<file path="config.mk">
export PLATFORM = sky130hd
export DESIGN_NAME = font_fetch_arbiter
export DESIGN_NICKNAME = d
export VERILOG_FILES = /design/src/rtl/font_fetch_arbiter.sv
export SDC_FILE = /design/constraint.sdc
export NUM_CORES = 1
export LEC_CHECK = 0
export BUFFER_PORTS_ARGS = -buffer_cell sky130_fd_sc_hd__buf_4
export CAP_MARGIN = 20
export CORE_MARGIN = 8
export CORE_UTILIZATION = 35
export DETAILED_ROUTE_END_ITERATION = 12
export PLACE_DENSITY_LB_ADDON = 0.08
export SLEW_MARGIN = 20
export SYNTH_ARGS = -nofsm -noshare
export SYNTH_HDL_FRONTEND = slang
export SYNTH_SLANG_ARGS = --single-unit
</file>
<file path="constraint.sdc">
create_clock -name clk -period 1.9 [get_ports clk]
set_input_delay 0 -clock clk [delete_from_list [all_inputs] [get_ports clk]]
set_output_delay 0 -clock clk [all_outputs]
set_load 0.005 [all_outputs]
</file>
<file path="src/rtl/font_fetch_arbiter.sv">
`default_nettype none
// ============================================================================
// Module      : font_fetch_arbiter
// Description : Shares one registered-read font ROM between a display pixel
//               shifter (priority) and a CPU byte-read port.
// Revision    : 1.0 - initial release
// ============================================================================
module font_fetch_arbiter #(
    parameter bit MSB_FIRST = 1'b1
) (
    input  logic        clk,
    input  logic        rst,
    input  logic        disp_load,
    input  logic [7:0]  disp_char,
    input  logic [3:0]  disp_row,
    input  logic        disp_invert,
    output logic        pixel_on,
    output logic        pixel_valid,
    input  logic        cpu_req,
    input  logic [11:0] cpu_addr,
    output logic        cpu_ack,
    output logic [7:0]  cpu_data,
    output logic [11:0] rom_addr,
    input  logic [7:0]  rom_dout
);

    typedef enum logic [1:0] {
        S_IDLE = 2'd0,
        S_RD   = 2'd1,
        S_ACK  = 2'd2
    } cpu_state_t;

    cpu_state_t  state_q, state_d;
    logic [7:0]  cpu_data_q, cpu_data_d;
    logic        cpu_ack_q, cpu_ack_d;
    logic [11:0] last_addr_q, last_addr_d;
    logic        rd_vld_q, rd_vld_d;
    logic        rd_disp_q, rd_disp_d;
    logic        inv_q, inv_d;
    logic [7:0]  shift_q, shift_d;
    logic [3:0]  cnt_q, cnt_d;

    logic        cpu_issue;
    logic        pix_bit;
    logic [7:0]  shift_next;

    generate
        if (MSB_FIRST) begin : g_msb_first
            assign pix_bit    = shift_q[7];
            assign shift_next = {shift_q[6:0], 1'b0};
        end else begin : g_lsb_first
            assign pix_bit    = shift_q[0];
            assign shift_next = {1'b0, shift_q[7:1]};
        end
    endgenerate

    assign cpu_issue = ~disp_load & cpu_req & (state_q == S_IDLE);

    // Display wins the single ROM port; idle cycles keep presenting the last address.
    always_comb begin
        rom_addr = last_addr_q;
        if (rst) begin
            rom_addr = 12'd0;
        end else if (disp_load) begin
            rom_addr = {disp_char, disp_row};
        end else if (cpu_issue) begin
            rom_addr = cpu_addr;
        end
    end

    always_comb begin
        last_addr_d = rom_addr;
        rd_vld_d    = disp_load | cpu_issue;
        rd_disp_d   = disp_load;
        inv_d       = disp_load ? disp_invert : inv_q;

        state_d    = state_q;
        cpu_data_d = cpu_data_q;
        cpu_ack_d  = 1'b0;
        case (state_q)
            S_IDLE: if (cpu_issue) state_d = S_RD;
            S_RD: begin
                state_d   = S_ACK;
                cpu_ack_d = 1'b1;
                if (rd_vld_q && !rd_disp_q) cpu_data_d = rom_dout;
            end
            S_ACK:   state_d = S_IDLE;
            default: state_d = S_IDLE;
        endcase

        shift_d = shift_q;
        cnt_d   = cnt_q;
        if (rd_vld_q && rd_disp_q) begin
            shift_d = rom_dout ^ {8{inv_q}};
            cnt_d   = 4'd8;
        end else if (cnt_q != 4'd0) begin
            shift_d = shift_next;
            cnt_d   = cnt_q - 4'd1;
        end
    end

    always_ff @(posedge clk) begin
        if (rst) begin
            state_q     <= S_IDLE;
            cpu_data_q  <= 8'd0;
            cpu_ack_q   <= 1'b0;
            last_addr_q <= 12'd0;
            rd_vld_q    <= 1'b0;
            rd_disp_q   <= 1'b0;
            inv_q       <= 1'b0;
            shift_q     <= 8'd0;
            cnt_q       <= 4'd0;
        end else begin
            state_q     <= state_d;
            cpu_data_q  <= cpu_data_d;
            cpu_ack_q   <= cpu_ack_d;
            last_addr_q <= last_addr_d;
            rd_vld_q    <= rd_vld_d;
            rd_disp_q   <= rd_disp_d;
            inv_q       <= inv_d;
            shift_q     <= shift_d;
            cnt_q       <= cnt_d;
        end
    end

    assign cpu_ack     = cpu_ack_q;
    assign cpu_data    = cpu_data_q;
    assign pixel_valid = (cnt_q != 4'd0);
    assign pixel_on    = pixel_valid & pix_bit;

endmodule
`default_nettype wire

</file>
# Yosys cells after proc, flatten, opt, wreduce, memory -nomap -nowiden
# Cells that the tools add are included.
[totals]
regBits = 38
inputBits = 37
out_inout_bits = 23
elab_cells = 37
[classes]
n_addsub = 1
eq_ne = 2
muxes = 10
bitwise_logic = 6
n_reduce_logical = 8
[ops]
columns = ["op", "count"]
rows = [
  ["12-bit two-way mux", 3],
  ["8-bit two-way mux", 2],
  ["4-bit two-way mux", 2],
  ["8-bit bitwise XOR", 1],
  ["2-bit case mux with 2 select lines", 1],
  ["4-bit nonzero test", 1],
  ["4-bit by 1-bit subtractor with 4-bit output (second input constant)", 1],
  ["1-bit bitwise AND", 3],
  ["2-bit by 1-bit == test with 1-bit output (second input constant)", 1],
  ["1-bit logical AND", 2],
  ["2-bit logical NOT", 1],
  ["2-bit two-way mux", 1],
  ["2-bit inequality test (second input constant)", 1],
  ["2-bit AND reduction", 1],
  ["2-bit nonzero test", 1],
  ["2-bit OR reduction", 1],
  ["1-bit logical NOT", 1],
  ["1-bit two-way mux", 1],
  ["1-bit inverter", 1],
  ["1-bit OR", 1],
]

# Longest topological paths before layout
# Gate-level depths: netlist (run 1).
[depth]
depth_word = 6
depth_mapped = 7
ltp_nobuf = 6

# Least setup slack after synthesis (run 1)
# Ideal clock, no wire load.
[synth_path]
kind = "reg-to-reg"
startpoint = "register cnt_q[0]"
endpoint = "register cnt_q[1]"
setup_time_ns = 0.112
arrival_ns = 1.319
required_ns = 1.788
setup_slack_ns = 0.469
path_stages_with_launch = 7
path_buffers = 1
synth_period_minus_slack_ns = 1.431
path_cell_list = "dfxtp_1 -> inv_1 -> ha_1 -> nor3b_1 -> inv_1 -> buf_2 -> a2111oi_1"
[synth_via]
elab_chain_cells = 1
elab_cells_between_ends = 2
[synth_rtl]
columns = ["item", "line", "text"]
rows = [
  ["start: declaration", "41", "logic [3:0] cnt_q, cnt_d;"],
  ["start signal: assignment", "122", "cnt_q <= cnt_d;"],
  ["4-bit nonzero test", "-", ""],
  ["named net pixel_valid", "18", "output logic pixel_valid,"],
]
# The timed path passes the listed nets, and every way through them passes these cells.
# A chain may end at the register's enable or synchronous reset.

# Worst setup path in the final report (run 1)
[layout_path]
startpoint = "register state_q[1]"
endpoint = "output rom_addr[0]"
[layout_via]
elab_chain_cells = 5
[layout_rtl]
columns = ["item", "line", "text"]
rows = [
  ["start: declaration", "33", "cpu_state_t state_q, state_d;"],
  ["start signal: assignment", "114", "state_q <= state_d;"],
  ["2-bit logical NOT", "57", "assign cpu_issue = ~disp_load & cpu_req & (state_q == S_IDLE);"],
  ["1-bit bitwise AND", "57", ""],
  ["12-bit two-way mux", "66", "end else if (cpu_issue) begin"],
  ["12-bit two-way mux", "64", "end else if (disp_load) begin"],
  ["12-bit two-way mux", "62", "if (rst) begin"],
  ["end: declaration", "23", "output logic [11:0] rom_addr,"],
]
# No other way between the ends.

==> run summary, run 1 <==
TritonCTS built the clock tree. The initial cell density of the core is 0.364, and the number of enable-type register cells in the synthesized netlist is 0. The most frequently used flop master after synthesis is dfxtp_1. The maximum number of pins on one net before global-route repair was 50; the number of remaining DRC errors was 0. For the site row count, the log shows 26. After the first detailed-routing iteration, the DRC count stood at 89. In this run the worst hold path is classified as primary input to flip-flop.

For the data required time of the critical path, the log shows 1.90 ns. The initial antenna violation count is 0, and the global-route congestion overflow total is 0. The flow ran to the end, and the final reports show no timing, DRC or antenna violations. The routability-driven placement congestion ratio came out at 0.712.

The category of the worst setup path launch point is a flip-flop. The tightest hold path in the finished design has a slack of 0.00720 ns. The clock transition at the registers of the reported paths was 0.07 ns; the total core area was 5110 sq um.

CTS saw 38 sinks. TritonCTS created 5 clock buffers. The via count of the first global-routing pass is 1,618. The final layout contains routed wiring with a total length of 4450 um. For this run, the number of Yosys warnings is 0.

The worst-case IR drop observed on VDD is 0.000453 V. The signal arrival time at the worst endpoint was 1.84 ns; the routed length on met2 was 2060 um. For the finished layout, the period the worst path requires is 1.84 ns. For the placed wire-length estimate after detailed placement, the log shows 2950 um. In this run the worst path has a maximum fanout of 13.

The power per standard cell area was 898 nW/um^2; the maximum clock insertion buffer count was 2. The tools report the maximum clock rate as 0.545 GHz. The number of nets in the final layout was 308.

Sum of met3 wire segment lengths after detailed routing: 300 um. Setup repair after global routing could not meet its margin everywhere. The proportion of register bits with asynchronous set or reset after synthesis is 0, and the sequential fraction of the synthesis area is 0.409. At the pin with the least slew margin, the transition time is 0.593 ns. The worst setup path is captured at a primary output. The share of the clock period used by the worst path after layout is 0.966, and the synthesized netlist net count is 238. For this run, the slowest stage of the critical path takes 0.68 ns. The later pin in the worst-skew pair is clocked with a latency of 0.28 ns. The routed layout has 1,649 vias. Walking the worst path, the cells encountered are or4b_4 > nor2_1 > a2111oi_2 > buf_4. The height of the die is 88.9 um.

The run gives 0 as the number of nets with antenna violations after routing. Setup violations remaining at the end of the flow were counted as 0. For the sum of negative setup slack, the log shows 0 ns. The routed metal-1 wirelength is 2050 um, and the average cell area after synthesis is 9.34 sq um. For flop-to-flop paths, the worst setup slack is 0.36 ns.

For the number of hold-slack violations in the final timing report, the log shows 0. 0 antenna diodes ended up in the layout. After technology mapping, the gate count stands at 199. Yosys mapped the design onto 28 distinct sky130hd cell types. Counting flops and latches in the post-synthesis netlist gives 38.

The final max-slew violation count is 0. The logs give 4 for the number of search-and-repair iterations in the first detailed-routing pass and 0 for the count of maximum capacitance violations. Port buffering added 59 buffers.

The die is 88.9 um wide. In this run the top signal layer used is met4. The total power draw was 2.33 mW; the routed via count divided by cell count was 4.86. After synthesis the cells add up to 1860 sq um.

Summed over all cells, the static leakage comes to 1.06 nW. The first global-routing pass estimated 7650 um of wire. Slowest stage cell on the critical path: or4b_4. The worst-case headroom to the max-slew limit was 0.605; the number of H-tree levels was 2. During I/O placement, the number of pins put on the boundary was 60.

The run gives 0.00512 ns as the maximum clock skew at final layout. From synthesis to final layout, the design area changed by 39.6%. The floorplan die area came out at 7900 sq um. The layout cell share with drive strength beyond 1 is 0.327. The root buffer cell chosen for the clock tree is clkbuf_8. The setup path with the least slack is of type flip-flop to primary output. Dividing the detail-routed wire length by the instance count gives 13.1 um. For the aggregate global-route resource usage, the log shows 0.123.
[stage by stage]
step | util | setup slack [ns] | instance area (sq um) | cells
final | 0.508 | 0.0648 | 2590 | 339
after global routing | 0.508 | -0.0269 | 2590 | 339
after CTS | 0.501 | 0.0667 | 2560 | 338
after detailed placement | 0.453 | 0.338 | 2310 | 314
after global placement | 0.453 | 0.401 | 2310 | 314
after floorplan | - | 0.469 | 1860 | 199
[power breakdown]
part | switching (mW) | internal [mW]
logic | 0.412 | 0.419
registers | 0.0645 | 0.920
clock network | 0.260 | 0.253
[placed cells by master, fill, tap and decap left out, drive strengths merged]
master	Yosys	layout
a2111oi	25	25
a21oi	2	2
and2	2	2
buf	13	63
clkbuf	4	7
dfxtp	38	38
dlygate4sd3	0	17
ha	2	2
inv	15	15
mux2i	10	10
nand2	2	2
nand3	1	1
nor2	31	31
nor2b	1	1
nor3	28	28
nor3b	3	3
nor4	8	8
nor4b	1	1
nor4bb	1	1
or2	1	1
or4b	1	1
xnor2	2	2
xor2	8	8
[path summary, 6_finish.rpt]
kind | from | cells past startpoint | endpoint
max | state_q[1] | 4 | rom_addr[0]
min | disp_row[2] | 3 | last_addr_q[2]
max reg2reg | cnt_q[0] | 5 | cnt_q[1]
min reg2reg | shift_q[0] | 2 | shift_q[0]
[per-layer routing]
layer,up-vias,track usage
met5,-,0
met4,0,0.0369
met3,6,0.0511
met2,37,0.199
met1,750,0.144
li1,856,-
[area by class of cell]
type / count / area [sq um]
inverter: 15 / 56.3
timing repair buffer: 80 / 647
multi-input combinational: 129 / 965
tap: 70 / 87.6
sequential: 38 / 762
fill: 502 / 2510
clock buffer: 7 / 76.3
[critical path, delay by kind of cell, from the launching register on]
| kind | cells | cell delay, ns |
|---|---|---|
| buf+inv | 1 | 0.17 |
| flops | 1 | 0.37 |
| simple gates | 2 | 0.92 |
| compound gates | 1 | 0.08 |
[cell families after synthesis]
group	after synthesis	synth area share
and+or+nand+nor	80	0.230
DFF	38	0.409
buffers and inverters	32	0.0862
AOI/OAI and AO/OA	27	0.160
xor gates and xnor gates	10	0.0471
muxes	10	0.0539
adders and majority gates	2	0.0135
[timing repair]
action / in CTS / in global routing
resized for setup: 0 / 8
hold buffers: 17 / 0
setup endpoints to repair: 0 / 9
endpoints found under the hold margin: 17 / 0
setup buffers: 0 / 1
[cells in the mapped netlist (all sizes together) (2+ instances only)]
master,n,area share
a2111oi,25,0.15
nand2,2,0.0040
clkbuf,4,0.0081
nor3b,3,0.012
a21oi,2,0.0054
nor2,31,0.067
xnor2,2,0.0094
inv,15,0.030
dfxtp,38,0.41
buf,13,0.048
and2,2,0.0067
ha,2,0.013
mux2i,10,0.054
xor2,8,0.038
nor4,8,0.027
nor3,28,0.078
[sequential cells by signal, indices dropped and copies added (netlist names)]
name and count:
cnt_q 4, rd_disp_q 1, shift_q 8, cpu_ack 1, inv_q 1, state_q 2
rd_vld_q 1, last_addr_q 12, cpu_data 8
(Power assumes the default switching activity.)
==> inputs of run 2 (changes only) <==
- BUFFER_PORTS_ARGS: -buffer_cell sky130_fd_sc_hd__buf_4 -> -buffer_cell sky130_fd_sc_hd__buf_2
==> run 2 against run 1 <==
Flip-flop and latch count unchanged; count of clock-buffer cells in the layout stayed put; global-route usage shrank 0.39 points; sequential share of layout area rose by 1.5 points; first-iteration DRC count is 24% lower; die area did not move; combinational power decreased by 6.2%; critical endpoint is now rom_addr[7]; largest power group unchanged; highest routed layer unchanged.
==> run summary, run 2 (same netlist as run 1, synthesis figures left out) <==
The flow ran to the end, and the final reports show no timing, DRC or antenna violations. The power per standard cell area was 945 nW/um^2 (was 898 nW/um^2). The slowest stage cell on the critical path was or4b_4 (unchanged). The count of maximum capacitance violations was 0 (unchanged); the buffers inserted during post-CTS setup optimization was 0 (unchanged). The endpoint of the most critical register-to-register path is cnt_q[1] (unchanged). Maximum clock insertion buffer count: 2 (unchanged).

The run gives 0.579 (was 0.605) as the worst-case headroom to the max-slew limit. Number of nets with antenna violations after routing: 0 (unchanged). The most common cell after layout, fill and taps aside was buf_2 (was buf_4). The sum of routed wire length over all layers was 4410 um (was 4450 um). The final max-slew violation count is 0 (unchanged), and the detailed-route wire length per cell is 12.9 um (was 13.1 um). Commonest cells after routing, fill and taps aside: 59 x buf_2, 38 x dfxtp_1, 27 x nor2_1, 27 x nor3_1, 17 x dlygate4sd3_1 (was 62 x buf_4, 37 x dfxtp_1, 28 x nor2_1). The worst hold path startpoint was disp_char[1] (was disp_row[2]). The signal arrival time at the worst endpoint was 1.79 ns (was 1.84 ns); the length in cells of the worst reg-to-reg path was 5 (unchanged). Maximum vdd ir drop: 0.000497 V (was 0.000453 V).

The tools report the maximum number of pins on one net before global-route repair as 29 (was 50). The wire length of the first global-routing pass came out at 7550 um (was 7650 um). The top fanout value on the critical path is 13 (unchanged), and the area growth from synthesis to final layout is 32.7% (was 39.6%). The starting DRC count in detailed routing is 68 (was 89).

The logs give 5110 sq um (unchanged) for the total core area and 0 (unchanged) for the global-route congestion overflow total. The count of boundary I/O pins is 60 (unchanged), and the number of buffer and inverter instances along the worst setup path is 1 (unchanged). Count of filler cells inserted in the layout: 503 (was 502). The run gives 2460 sq um (was 2590 sq um) as the final instance area. Setup repair after global routing left no endpoint under its margin.

The width of the chip was 88.9 um (unchanged). The height of the die works out to 88.9 um (unchanged). The TritonCTS sink count was 38 (unchanged); the share of the clock period used by the worst path after layout was 0.943 (was 0.966). The kind of cell with the highest combined delay on the critical path was simple AND/OR/NAND/NOR gates (unchanged).

For the routability-driven placement congestion ratio, the log shows 0.701 (was 0.712). The worst reg-to-reg setup slack came out at 0.36 ns (about the same). The post-placement cell area is 2180 sq um (was 2310 sq um), and the via count of the first global-routing pass is 1,665 (was 1,618).

The number of placed instances, taps included is 316 (was 314). The multi-input logic area came out at 962 sq um (was 965 sq um). Master cell of the clock root buffer: clkbuf_8 (unchanged).

Worst-path cell chain: or4b_4 > nor2_1 > a2111oi_1 > buf_2 (was or4b_4 > nor2_1 > a2111oi_2 > buf_4). Startpoint of the worst register-to-register path: cnt_q[0] (unchanged). The number of nets in the final layout is 309 (was 308), and the total setup violations reported at the end of the flow is 0 (unchanged).

The post-layout instance count excluding filler cells is 341 (was 339). The aggregate global-route resource usage is 0.119 (was 0.123), and the sum of negative setup slack is 0 ns (unchanged). The post-route minimum period works out to 1.79 ns (was 1.84 ns). Endpoint type of the worst setup path: a primary output (unchanged). The count of buffers from port buffering works out to 59 (unchanged). TritonCTS built the clock tree.

The tools report the destination of the worst hold path as last_addr_q[5] (was last_addr_q[2]). The tools report the number of buffers inserted during clock tree synthesis as 5 (unchanged). The number of search-and-repair iterations in the first detailed-routing pass was 4 (unchanged). The tools report the maximum clock rate as 0.558 GHz (was 0.545 GHz). Path category of the worst min-delay check: primary input to flip-flop (unchanged).

Number of flip-flops in the largest register: 12 (unchanged). The category of the worst setup path launch point was a flip-flop (unchanged). The path type of the worst setup path was flip-flop to primary output (unchanged). The via total after detailed routing is 1,628 (was 1,649).

The clock transition at the registers of the reported paths was 0.07 ns (about the same); the initial cell density of the core was 0.364 (unchanged). The tools report the data required time of the critical path as 1.90 ns (about the same). The maximum cell stage delay along the critical path was 0.68 ns (about the same); the leakage power of the design was 1.04 nW (was 1.06 nW). The number of hold-slack violations in the final timing report is 0 (unchanged), and the hold path depth is 3 (unchanged). The number of antenna diodes was 0 (unchanged); the number of remaining DRC errors was 0 (unchanged). The number of H-tree levels was 2 (unchanged); the floorplan die area was 7900 sq um (unchanged). The storage element area came out at 761 sq um (was 762 sq um).

The later-pin clock latency in the skew report was 0.28 ns (about the same); the layout cell share with drive strength beyond 1 was 0.332 (was 0.327). The maximum clock skew at final layout is 0.00539 ns (was 0.00512 ns). The transition at the pin with the smallest max-transition slack is 0.632 ns (was 0.593 ns), and the total power draw is 2.33 mW (about the same).

The register ranked first by flip-flop count was last_addr_q (unchanged). For the site row count, the log shows 26 (unchanged). The logs give 0 (unchanged) for the initial antenna violation count and 3030 um (was 2950 um) for the placed wire-length estimate after detailed placement. The routed via count divided by cell count is 4.77 (was 4.86).
## run 2: changes by cell type in the layout (fill, tap and decap cells not counted), sizes merged
cell    change
clkinv      +1
buf         +1
## run 2: stage by stage
| stage | hold slack [ns] | util | worst slack, ns |
|---|---|---|---|
| detailed placement | 0.248 | 0.427 | 0.358 |
| global route | 0.0252 | 0.483 | 0.00190 |
| floorplan | 0.0789 | - | 0.469 |
| CTS | 0.00372 | 0.478 | 0.0775 |
| global placement | 0.241 | 0.427 | 0.390 |
| finish | 0.00566 | 0.483 | 0.109 |
## run 2: cell type report
type                    instances  share of cell area
multi-input cells             129               0.390
flip-flops and latches         38               0.309
clock inverters                 1             0.00203
clock buffers                   7              0.0350
repair buffers                 81               0.206
well taps                      70              0.0355
inverters                      15              0.0228
## run 2: power by group
group | internal (mW) | total, mW | switching [mW] | leakage [nW]
clock network | 0.293 | 0.563 | 0.271 | 0.0482
registers | 0.919 | 0.987 | 0.0675 | 0.313
logic | 0.377 | 0.780 | 0.403 | 0.681
## run 2: metal layers
layer  wire [um]  track usage  share of wire  vias to the layer above
met5           0            0              0                        -
met4          14       0.0369         0.0032                        0
met3         250       0.0381          0.057                        2
met2        2060        0.198           0.47                       38
met1        2090        0.141           0.47                      729
li1            -            -              -                      859
## run 2: repair_timing
item / CTS / global route
resized for setup: 0 / 7
endpoints found under the setup margin: 0 / 5
endpoints found under the hold margin: 17 / 0
hold buffers: 17 / 0
## run 2: worst max-delay path by stage
stage,start,to,slack (ns),depth (start not counted)
3_3_place_gp,state_q[0],rom_addr[3],0.39,5
4_1_cts,state_q[0],rom_addr[3],0.08,5
5_1_grt,state_q[0],rom_addr[7],0.002,4
6_report,state_q[0],rom_addr[7],0.11,4
2_1_floorplan,cnt_q[0],cnt_q[1],0.47,6
3_5_place_dp,cnt_q[0],cnt_q[1],0.36,5
## run 2: tightest hold or removal path: stages
cell and delay, ns:
buf_2 0.10, inv_1 0.05, a2111oi_0 0.09
